`src/rtl/mul_div_unit.sv`:
```
// Iterative 32-bit multiply/divide unit with HI/LO registers.
// Shift-add multiply and restoring divide run on magnitudes; signs are applied in FIX.
module mul_div_unit (
  input  logic        clk_in,
  input  logic        reset,
  input  logic        start,
  input  logic [1:0]  op,
  input  logic [31:0] a,
  input  logic [31:0] b,
  input  logic        mthi,
  input  logic        mtlo,
  output logic [31:0] hi,
  output logic [31:0] lo,
  output logic        busy,
  output logic        done
);

  localparam int unsigned W  = 32;
  localparam int unsigned CW = 6;

  typedef enum logic [1:0] {
    S_IDLE = 2'd0,
    S_CALC = 2'd1,
    S_FIX  = 2'd2
  } state_t;

  state_t          r_state;
  logic [1:0]      r_op;
  logic [W-1:0]    r_a;
  logic [W-1:0]    r_b;
  logic [W-1:0]    r_m;
  logic [2*W-1:0]  r_acc;
  logic [CW-1:0]   r_cnt;
  logic [W-1:0]    r_hi;
  logic [W-1:0]    r_lo;
  logic            r_busy;
  logic            r_done;

  state_t          w_state_nxt;
  logic            w_accept;
  logic [W-1:0]    w_mag_a;
  logic [W-1:0]    w_mag_b;
  logic [W:0]      w_sum;
  logic [2*W-1:0]  w_mul_nxt;
  logic [W:0]      w_rem_sh;
  logic [W:0]      w_diff;
  logic [2*W-1:0]  w_div_nxt;
  logic            w_signed;
  logic            w_neg;
  logic [2*W-1:0]  w_prod;
  logic [W-1:0]    w_quo;
  logic [W-1:0]    w_rem;
  logic [W-1:0]    w_fix_hi;
  logic [W-1:0]    w_fix_lo;

  // Next-state logic; a start is taken in IDLE or in the FIX cycle (back-to-back).
  always_comb begin
    w_state_nxt = r_state;
    w_accept    = 1'b0;
    case (r_state)
      S_IDLE: begin
        if (start) begin
          w_accept    = 1'b1;
          w_state_nxt = S_CALC;
        end
      end
      S_CALC: begin
        if (r_cnt == CW'(W - 1)) w_state_nxt = S_FIX;
      end
      S_FIX: begin
        if (start) begin
          w_accept    = 1'b1;
          w_state_nxt = S_CALC;
        end else begin
          w_state_nxt = S_IDLE;
        end
      end
      default: w_state_nxt = S_IDLE;
    endcase
  end

  // Operand magnitudes at entry, one iteration step, and sign fix-up of the final value.
  always_comb begin
    w_mag_a   = (!op[0] && a[W-1]) ? (~a + W'(1)) : a;
    w_mag_b   = (!op[0] && b[W-1]) ? (~b + W'(1)) : b;

    w_sum     = {1'b0, r_acc[2*W-1:W]} + (r_acc[0] ? {1'b0, r_m} : (W+1)'(0));
    w_mul_nxt = {w_sum, r_acc[W-1:1]};

    w_rem_sh  = {r_acc[2*W-1:W], r_acc[W-1]};
    w_diff    = w_rem_sh - {1'b0, r_m};
    w_div_nxt = w_diff[W] ? {w_rem_sh[W-1:0], r_acc[W-2:0], 1'b0}
                          : {w_diff[W-1:0], r_acc[W-2:0], 1'b1};

    w_signed  = ~r_op[0];
    w_neg     = w_signed & (r_a[W-1] ^ r_b[W-1]);
    w_prod    = w_neg ? (~r_acc + (2*W)'(1)) : r_acc;
    w_quo     = w_neg ? (~r_acc[W-1:0] + W'(1)) : r_acc[W-1:0];
    w_rem     = (w_signed && r_a[W-1]) ? (~r_acc[2*W-1:W] + W'(1)) : r_acc[2*W-1:W];

    w_fix_hi  = w_prod[2*W-1:W];
    w_fix_lo  = w_prod[W-1:0];
    if (r_op[1]) begin
      if (r_b == W'(0)) begin
        w_fix_hi = r_a;
        w_fix_lo = '1;
      end else begin
        w_fix_hi = w_rem;
        w_fix_lo = w_quo;
      end
    end
  end

  always_ff @(posedge clk_in) begin
    if (reset) begin
      r_state <= S_IDLE;
      r_op    <= '0;
      r_a     <= '0;
      r_b     <= '0;
      r_m     <= '0;
      r_acc   <= '0;
      r_cnt   <= '0;
      r_hi    <= '0;
      r_lo    <= '0;
      r_busy  <= 1'b0;
      r_done  <= 1'b0;
    end else begin
      r_state <= w_state_nxt;
      r_busy  <= (w_state_nxt != S_IDLE);
      r_done  <= (r_state == S_FIX);

      if (w_accept) begin
        r_op  <= op;
        r_a   <= a;
        r_b   <= b;
        r_m   <= op[1] ? w_mag_b : w_mag_a;
        r_acc <= {W'(0), (op[1] ? w_mag_a : w_mag_b)};
        r_cnt <= '0;
      end else if (r_state == S_CALC) begin
        r_acc <= r_op[1] ? w_div_nxt : w_mul_nxt;
        r_cnt <= r_cnt + CW'(1);
      end

      // HI/LO change only at FIX or on moves while idle; a start suppresses moves.
      if (r_state == S_FIX) begin
        r_hi <= w_fix_hi;
        r_lo <= w_fix_lo;
      end else if (r_state == S_IDLE && !start) begin
        if (mthi) r_hi <= a;
        if (mtlo) r_lo <= a;
      end
    end
  end

  assign hi   = r_hi;
  assign lo   = r_lo;
  assign busy = r_busy;
  assign done = r_done;

endmodule

```
`config.mk`:
```
export PLATFORM = sky130hd
export DESIGN_NAME = mul_div_unit
export DESIGN_NICKNAME = d
export VERILOG_FILES = /design/src/rtl/mul_div_unit.sv
export SDC_FILE = /design/constraint.sdc
export NUM_CORES = 1
export LEC_CHECK = 0
export ABC_AREA = 1
export ABC_CLOCK_PERIOD_IN_PS = 3400
export CAP_MARGIN = 5
export CORE_ASPECT_RATIO = 1.75
export CORE_UTILIZATION = 60
export DETAILED_ROUTE_END_ITERATION = 12
export MAX_ROUTING_LAYER = met4
export PLACE_DENSITY = 0.81
export SLEW_MARGIN = 40
export SYNTH_ARGS = -nofsm -noshare
export SYNTH_HDL_FRONTEND = slang
export SYNTH_SLANG_ARGS = --single-unit
```
`constraint.sdc`:
```
create_clock -name clk_in -period 3.4 [get_ports clk_in]
set_input_delay 0.68 -clock clk_in [delete_from_list [all_inputs] [get_ports clk_in]]
set_output_delay 0.68 -clock clk_in [all_outputs]
set_load 0.005 [all_outputs]
```
==> results of run 1 <==
==> metrics by stage <==
stage	utilization	std cells	hold slack, ns
after global placement	0.6711	4363	0.4628
after floorplan	-	3831	0.4480
after CTS	0.6936	4404	0.4974
after detailed placement	0.6712	4363	0.4850
==> layer usage <==
metal / overflow / GRT usage
met3: 0 / 0.3823
met5: - / -
met1: 0 / 0.6628
met4: 4 / 0.6678
met2: 7 / 0.8740
==> cells by family after synthesis <==
| family | after synthesis | share of synthesized area |
|---|---|---|
| XOR/XNOR | 94 | 0.03890 |
| flip-flops | 236 | 0.2232 |
| buffers and inverters | 713 | 0.1304 |
| AO/OA/AOI/OAI | 644 | 0.1625 |
| adder cells (fa/ha/maj) | 71 | 0.04269 |
| AND/OR/NAND/NOR | 2073 | 0.4023 |
==> cell usage after synthesis (2+ instances only) <==
master and count:
and2_1 5, ha_1 69, nor2_2 11, buf_4 2, o21ai_0 295, nand3_2 3
nor4_1 4, clkinv_1 3, a22oi_1 12, inv_2 6, clkbuf_1 99, o21ai_2 3
xnor2_1 11, nand2_4 3, o21a_1 2, xor2_1 83, o21bai_1 9, and3_1 3
nand2_1 1239, inv_1 560, o22ai_1 5, buf_2 23, nor2_4 5, o221ai_1 4
o211ai_1 26, buf_1 15, nand4_1 24, a21oi_2 5, a31oi_1 8, nand2_8 2
nor2_1 438, nor3_1 34, nand3_1 261, a21oi_1 254, dfxtp_1 236, nand3b_1 13
nand2_2 17, buf_6 4, or2_2 6, a221oi_1 3, o21ai_1 14, fa_1 2
==> reports/metrics.cfg, run 1 <==
[floorplanning]
dieHeight_um=250.4
rows=90
start_util=0.6122
ios=137
die_x_um=144.0

[cts]
numCtsBuffers=23
clk_path_buf_depth=3
cts_setup_buffers=0
ctsHtreeMaxLevel=1
ctsHoldBuffers=0
post_cts_resized=0
ctsRootBufferMaster=clkbuf_16
cts_sinks=236

[global_route]
grt_pass1_wl_mm=170.8
grt_usage=0.6661
grt_max_degree=147
grt_pass1_vias=26347
overflow=11

[logic_synthesis]
synth.area.top_cells=dfxtp_1 22%, nand2_1 22%, inv_1 9.9%
syn-cell-area_sq_mm=0.02116
synth_edf_count=0
yosysTopAreaCell=dfxtp_1
synth_warnings=0
ys_seq_elements=236
syn_nets=3973
synthArstFlopShare=0
syn_avg_cell_area_sq_um=5.524
synth_cell_type_count=52
synth_top_area_frac=0.2232
yosysSeqAreaShare=0.2232
ys.flop_type=dfxtp_1
syn_inst=3831

[placement]
pre_cts_slack_ns=0.4071
place_area_sq_mm=0.02320
dp_hpwl_mm=77.77
place_congestion=1.269
port_buffers=136

[status]
error=[ERROR GRT-0116] Global routing finished with congestion. Check the congestion regions in the DRC Viewer.
failing_step=global routing
outcome=did not finish

==> run 2: changes to the inputs <==
- CORE_ASPECT_RATIO: 1.75 -> default
- CORE_UTILIZATION: 60 -> 40
- MAX_ROUTING_LAYER: met4 -> default
- PLACE_DENSITY: 0.81 -> default
- PLACE_DENSITY_LB_ADDON: default -> 0.15
==> reports/metrics.cfg, run 2 <==
[critical_path]
rr_worst_depth=17
start_kind=flop
cp_max_fo=29
crit_arrival_ns=3.44
cp-startpoint=r_acc[0]
endpoint_kind=flop
crit_type=flop to flop
crit_end=r_acc[62]
r2r_slack_ns=0.51
r2r_start=r_acc[0]
required_ns=3.95
reg2reg_to=r_acc[62]

[routing]
drc_errors=0
firstDrtPassIters=6
routed_wl_mm=96.52
wl_per_cell_um=20.66
ant_nets=0
viasPerCell=5.380
drt_iter0_markers=3181
dr_total_vias=25129

[power]
power_density_mw_per_mm2=448.2
total_leakage_power_uw=0.01280
ir_drop_mv=0.4252

[floorplanning]
ios=137
die_x_um=232.0
rows=83
start_util=0.4084
design.die.area_sq_mm=0.05383
dieHeight_um=232.0
fp.coreArea_sq_mm=0.05182

[cts]
cts_setup_buffers=0
clk_path_buf_depth=3
numCtsBuffers=29
ctsRootBufferMaster=clkbuf_16
clkTransAtPathRegs_ns=0.06
ctsHtreeMaxLevel=1
post_cts_resized=0
cts_sinks=236
clk_latency_ns=0.62
ctsHoldBuffers=0
cts_tree=built

[cells_and_area]
area_growth_pct=17.44
fin_util=0.4796
filler_cell_count=5750
diodes=0
largest_register=r_acc
nets=4110
final_common_cell=nand2_1
drive_gt1_frac=0.05963
largest_reg_flops=64
final_cell_mix=1239 x nand2_1, 559 x inv_1, 435 x nor2_1, 295 x o21ai_0, 261 x nand3_1

[global_route]
grt_usage=0.3526
grt_pass1_wl_mm=142.6
grt_pass1_vias=22789
overflow=0
grt_max_degree=147
antenna_found_initial=0

[sta]
fin_crit_ns=2.893
finalSetupViolCount=0
rsz0062_at_grt=no
clock.fmax_ghz=0.3456
final.setup_skew_ns=0.01869
post-route-period-util=0.8510
tns_ns=0
slew_headroom=0.3524
hold_viol_final=0
worst_slew_pin_slew_ns=0.9613
drv_slew=0

[logic_synthesis]
synth_top_area_frac=0.2232
synth_warnings=0
synth_common_cells=1239 x nand2_1, 560 x inv_1, 438 x nor2_1, 295 x o21ai_0, 261 x nand3_1
synth.area.top_cells=dfxtp_1 22%, nand2_1 22%, inv_1 9.9%
synth_edf_count=0
yosysTopAreaCell=dfxtp_1
ys_seq_elements=236
synth.most_common_cell=nand2_1
synthArstFlopShare=0
yosysSeqAreaShare=0.2232
syn_avg_cell_area_sq_um=5.524
synth_cell_type_count=52
syn_nets=3973
syn-cell-area_sq_mm=0.02116
ys.flop_type=dfxtp_1
syn_inst=3831

[hold_path]
hold_path_class=flop to flop

[placement]
port_buffers=136
dp_hpwl_mm=77.68
place_congestion=1.044

[flow_run]
cap_violations=0

[status]
outcome=complete, no violations

run 2: cell counts after synthesis:
No cell type changed its count.
run 2: layer usage:
metal | track usage | vias to the layer above | wire (um)
met4 | 0.1474 | 0 | 4508
met2 | 0.5061 | 1197 | 38920
met5 | 0 | - | 0
met3 | 0.07957 | 182 | 10310
met1 | 0.5002 | 11403 | 42780
li1 | - | 12347 | -
run 2: cell type report:
cell class              count  area (sq um)  area share
clock buffers              35         788.3     0.03172
clock inverters            19         259.0     0.01042
inverters                 569          2138     0.08604
multi-input cells        2882         13710      0.5517
flip-flops and latches    236          4726      0.1902
well taps                 680         850.8     0.03423
repair buffers            250          2380     0.09576
run 2: how the worst min path moves through the flow:
stage               startpoint       end  slack, ns  cells past startpoint
global route          r_cnt[1]  r_cnt[1]       0.51                      2
floorplan              r_m[10]   r_m[10]       0.45                      2
CTS                   r_cnt[4]  r_cnt[4]       0.49                      2
finish                r_cnt[2]  r_cnt[2]       0.49                      2
detailed placement    r_cnt[4]  r_cnt[4]       0.48                      2
global placement      r_cnt[4]  r_cnt[4]       0.47                      2
run 2: worst max-delay path: stages (launching register included):
cell and delay [ns]:
dfxtp_1 0.60, buf_4 0.37, nand2_1 0.12, inv_1 0.08, ha_1 0.28, nand2_1 0.14
inv_1 0.06, a21oi_1 0.13, nand2_1 0.13, nand2_1 0.09, nand2_1 0.15, nand2_1 0.16
nand2_1 0.06, nand2_1 0.06, nand3_1 0.10, nand2_1 0.11, inv_1 0.05, a21oi_2 0.12
run 2: where the power goes:
group / total (uW) / internal [uW] / switching, uW / leakage (uW)
registers: 3260 / 2990 / 271 / 0.00194
clock network: 3520 / 2050 / 1480 / 0.000502
logic: 4360 / 1400 / 2960 / 0.0104
run 2: cell families (layout without fill, tap and decap cells):
logic type      after synthesis  count (layout)  share of synthesized area
buf+inv                     713             873                     0.1304
compound gates              644             644                     0.1625
simple gates               2073            2073                     0.4023
fa+ha+maj                    71              71                    0.04269
xor+xnor                     94              94                    0.03890
flops                       236             236                     0.2232
run 2: per-stage QoR:
| step | total power (uW) | hold WS, ns | cells | setup slack [ns] | cell area, sq um |
|---|---|---|---|---|---|
| floorplan | 5966 | 0.4480 | 3831 | 1.048 | 21160 |
| global placement | 7548 | 0.4696 | 4617 | 0.4014 | 23810 |
| detailed placement | 7535 | 0.4770 | 4617 | 0.3162 | 23810 |
| CTS | 11030 | 0.4862 | 4671 | 0.5750 | 24850 |
| global route | 11680 | 0.5082 | 4671 | 0.3485 | 24850 |
| finish | 11140 | 0.4875 | 4671 | 0.5066 | 24850 |
No activity file was read; power rests on OpenSTA's default activity.
==> run 3: changes to the inputs <==
- CELL_PAD_IN_SITES_DETAIL_PLACEMENT: default -> 1
- CELL_PAD_IN_SITES_GLOBAL_PLACEMENT: default -> 2
- CORE_UTILIZATION: 40 -> 31
==> reports/metrics.cfg, run 3 (synthesized netlist as in run 2, its figures left out) <==
[status]
outcome=complete, no violations

[global_route]
grt_max_degree=89
antenna_found_initial=2
grt_pass1_wl_mm=162.1
overflow=0
grt_usage=0.3122
grt_pass1_vias=25317

[critical_path]
endpoint_kind=flop
start_kind=flop
crit_type=flop to flop
crit_arrival_ns=3.40
cp_max_fo=16
required_ns=3.87

[sta]
drv_slew=0
slew_headroom=0.4248
fin_crit_ns=2.928
worst_slew_pin_slew_ns=0.8628
post-route-period-util=0.8611
rsz0062_at_grt=no
clock.fmax_ghz=0.3416
final.setup_skew_ns=0.01477
finalSetupViolCount=0
tns_ns=0
hold_viol_final=0

[cts]
ctsRootBufferMaster=clkbuf_16
cts_setup_buffers=0
cts_sinks=236
clk_path_buf_depth=3
ctsHoldBuffers=0
clkTransAtPathRegs_ns=0.05
cts_tree=built
clk_latency_ns=0.56
ctsHtreeMaxLevel=2
post_cts_resized=0
numCtsBuffers=35

[cells_and_area]
area_growth_pct=19.55
final_cell_mix=1239 x nand2_1, 557 x inv_1, 435 x nor2_1, 295 x o21ai_0, 261 x nand3_1
largest_reg_flops=64
largest_register=r_acc
drive_gt1_frac=0.06401
final_common_cell=nand2_1
diodes=0
nets=4135
filler_cell_count=9222

[routing]
viasPerCell=5.174
firstDrtPassIters=5
drc_errors=0
drt_iter0_markers=1900
wl_per_cell_um=22.50
routed_wl_mm=110.0
dr_total_vias=25289
ant_nets=0

[floorplanning]
fp.coreArea_sq_mm=0.06740
dieHeight_um=263.3
ios=137
rows=95
design.die.area_sq_mm=0.06932
die_x_um=263.3
start_util=0.3140

[hold_path]
hold_path_class=flop to flop

[placement]
port_buffers=136
dp_hpwl_mm=89.56
place_congestion=0.9669

[power]
power_uw=11540
total_leakage_power_uw=0.01294
power_density_mw_per_mm2=456.2
ir_drop_mv=0.3730

[flow_run]
cap_violations=0

-- run 3: worst paths after layout --
| path | start | endpoint | cells past startpoint | slack (ns) |
|---|---|---|---|---|
| worst min-delay path | r_cnt[1] | r_cnt[1] | 2 | 0.48 |
| worst max register to register | r_acc[0] | r_acc[58] | 16 | 0.47 |
| worst max-delay path | r_acc[0] | r_acc[58] | 16 | 0.47 |
| worst min register to register | r_cnt[1] | r_cnt[1] | 2 | 0.48 |
-- run 3: cell type report --
class,count,area [sq um],share of cell area
clock buffers,47,950.9,0.03759
clock inverters,12,203.9,0.008061
inverters,569,2140,0.08457
multi-input cells,2882,13710,0.5419
flip-flops and latches,236,4726,0.1868
well taps,873,1092,0.04318
repair buffers,269,2476,0.09787
-- run 3: routing by layer --
layer	vias up	part of all wire	track usage	wire [um]
met1	12120	0.47	0.4394	51950
met3	127	0.061	0.04247	6755
met4	2	0.032	0.09831	3546
met2	660	0.43	0.4895	47720
li1	12380	-	-	-
met5	-	0.00017	0	19
-- run 3: report_power, final --
group | switching (uW) | internal (uW)
clock | 1530 | 2280
combinational | 3060 | 1410
sequential | 273 | 2990
total | 4860 | 6680
-- run 3: metrics by stage --
| step | std cells | instance area [sq um] | hold slack (ns) | setup WS (ns) | utilization |
|---|---|---|---|---|---|
| 2_1_floorplan | 3831 | 21160 | 0.4480 | 1.048 | - |
| 3_3_place_gp | 4829 | 24140 | 0.4703 | 0.3388 | 0.3582 |
| 3_5_place_dp | 4829 | 24140 | 0.4748 | 0.2962 | 0.3582 |
| 4_1_cts | 4888 | 25300 | 0.4842 | 0.4876 | 0.3754 |
| 5_1_grt | 4888 | 25300 | 0.5038 | 0.1845 | 0.3754 |
| 6_report | 4888 | 25300 | 0.4814 | 0.4723 | 0.3754 |
-- run 3: critical path: stages, from the launching register on --
cell and delay [ns]:
dfxtp_1 0.52, buf_4 0.30, buf_4 0.26, nand2_1 0.11
inv_1 0.08, ha_1 0.28, nand2_1 0.17, inv_1 0.06
nand2_1 0.07, nand3_1 0.09, inv_1 0.07, nand2_1 0.07
a21oi_1 0.20, a21oi_1 0.09, nor2_1 0.21, nor2_1 0.08
a21oi_1 0.18
==> run 4: changes to the inputs <==
- ABC_CLOCK_PERIOD_IN_PS: 3400 -> 2850
- SLEW_MARGIN: 40 -> 10
- clock period: 3.4 -> 2.85 ns (I/O delays scaled with it)
==> reports/metrics.cfg, run 4 (synthesized netlist as in run 2, its figures left out) <==
[cts]
cts_tree=built
clk_latency_ns=0.60
ctsHtreeMaxLevel=1
clk_path_buf_depth=3
cts_sinks=236
numCtsBuffers=31
cts_setup_buffers=0
ctsRootBufferMaster=clkbuf_16
clkTransAtPathRegs_ns=0.06
ctsHoldBuffers=0

[global_route]
antenna_found_initial=2
grt_pass1_vias=25228
grt_max_degree=78
grt_pass1_wl_mm=161.9
grt_usage=0.3118
overflow=0

[floorplanning]
die_x_um=263.3
design.die.area_sq_mm=0.06932
ios=137
rows=95
fp.coreArea_sq_mm=0.06740
dieHeight_um=263.3
start_util=0.3140

[cells_and_area]
largest_reg_flops=64
largest_register=r_acc
area.sequential_sq_mm=0.004727
area_growth_pct=22.92
final_cell_mix=1239 x nand2_1, 558 x inv_1, 434 x nor2_1, 295 x o21ai_0, 261 x nand3_1
diodes=0
multiInputGateArea_sq_mm=0.01371
fin_area_sq_mm=0.02601
nets=4223
final_common_cell=nand2_1
drive_gt1_frac=0.08551
filler_cell_count=9241

[sta]
post-route-period-util=0.9454
rsz0062_at_grt=no
layout_setup_ws_ns=0.1557
finalSetupViolCount=0
clock.fmax_ghz=0.3712
final.setup_skew_ns=0.01806
drv_slew=0
worst_slew_pin_slew_ns=0.6671
slew_headroom=0.5506
hold_viol_final=0
fin_crit_ns=2.694

[routing]
ant_nets=0
firstDrtPassIters=6
viasPerCell=5.157
wl_per_cell_um=22.21
drc_errors=0
drt_iter0_markers=1890
routed_wl_mm=110.5
dr_total_vias=25674

[hold_path]
hold_path_class=flop to flop
hold_depth=2

[status]
outcome=complete, no violations

[critical_path]
path_cells=inv_1, ha_1, fa_1, inv_1, nand3_2, nand2_2, nand2_2, nand2_2, nand2_2, nand2_2, nand2_4, nand2_4, nand2_2, nand2_4, nand2_1, nand3_1, a21oi_1
rr_worst_depth=17
cp_max_fo=12
required_ns=3.33
r2r_slack_ns=0.16
endpoint_kind=flop
slowest_delay_ns=0.41
start_kind=flop
slowest_stage=fa_1
cpMostUsedCell=nand2_2
crit_arrival_ns=3.17
crit_type=flop to flop

[power]
comb_power_share=0.413
p_int_uw=7889
p_clk_frac=0.303
power_density_mw_per_mm2=523.6
switching_share=0.4208
p_sw_uw=5732
pwr-share-seq=0.284
total_leakage_power_uw=0.01338
ir_drop_mv=0.3926

[placement]
dp_hpwl_mm=90.43
pre_cts_slack_ns=-0.003747
place_area_sq_mm=0.02497
port_buffers=136
place_congestion=0.9338

[flow_run]
cap_violations=0

-- run 4: cell types whose count changed in the layout (fill, tap and decap cells not counted), moves of 3 or more --
cell	delta
buf_4	+82
buf_12	+11
clkbuf_16	-4
clkbuf_1	-3
clkbuf_8	+3
-- run 4: layer usage --
layer	vias up	GRT usage	share of wire
met4	2	0.1053	0.038
met5	-	0	0.00010
li1	12551	-	-
met3	138	0.06173	0.070
met1	12287	0.4295	0.46
met2	696	0.4822	0.43
-- run 4: final cells by class --
class                      count  area share
tap                          873     0.04199
multi-input combinational   2882      0.5272
timing repair buffer         361      0.1269
inverter                     569     0.08220
clock buffer                  43     0.03386
clock inverter                14    0.006205
sequential                   236      0.1817
-- run 4: worst paths after layout --
path | start | endpoint
max | r_acc[31] | r_acc[49]
min | r_cnt[4] | r_cnt[4]
max reg2reg | r_acc[31] | r_acc[49]
min reg2reg | r_cnt[4] | r_cnt[4]
-- run 4: timing repair --
| item | in CTS | in global routing |
|---|---|---|
| endpoints found under the hold margin | 0 | 0 |
| setup endpoints to repair | 0 | 3 |
| gates resized for setup | 0 | 2 |
-- run 4: worst max-delay path, delay by kind of cell (launching register included) --
family	cells	cell delay, ns
buf+inv	2	0.20
fa+ha+maj	2	0.63
simple gates	12	1.29
flops	1	0.36
compound gates	1	0.08
-- run 4: per-stage QoR --
step | utilization | total power (uW) | std cells | hold WS (ns) | TNS (ns)
after detailed placement | 0.3705 | 9477 | 4921 | 0.4729 | -0.007032
after global routing | 0.3860 | 14360 | 4978 | 0.5022 | 0
after CTS | 0.3859 | 13620 | 4978 | 0.4833 | 0
after floorplan | - | 7118 | 3831 | 0.4480 | 0
after global placement | 0.3705 | 9434 | 4921 | 0.4689 | 0
final | 0.3860 | 13620 | 4978 | 0.4843 | 0
-- run 4: power by group through the flow --
stage          sequential [uW]  combinational [uW]  clock [uW]
6_report                  3870                5620        4120
5_1_grt                   3890                6190        4290
4_1_cts                   3860                5580        4180
3_5_place_dp              3930                5550           0
3_3_place_gp              3930                5510           0
2_1_floorplan             3810                3310           0
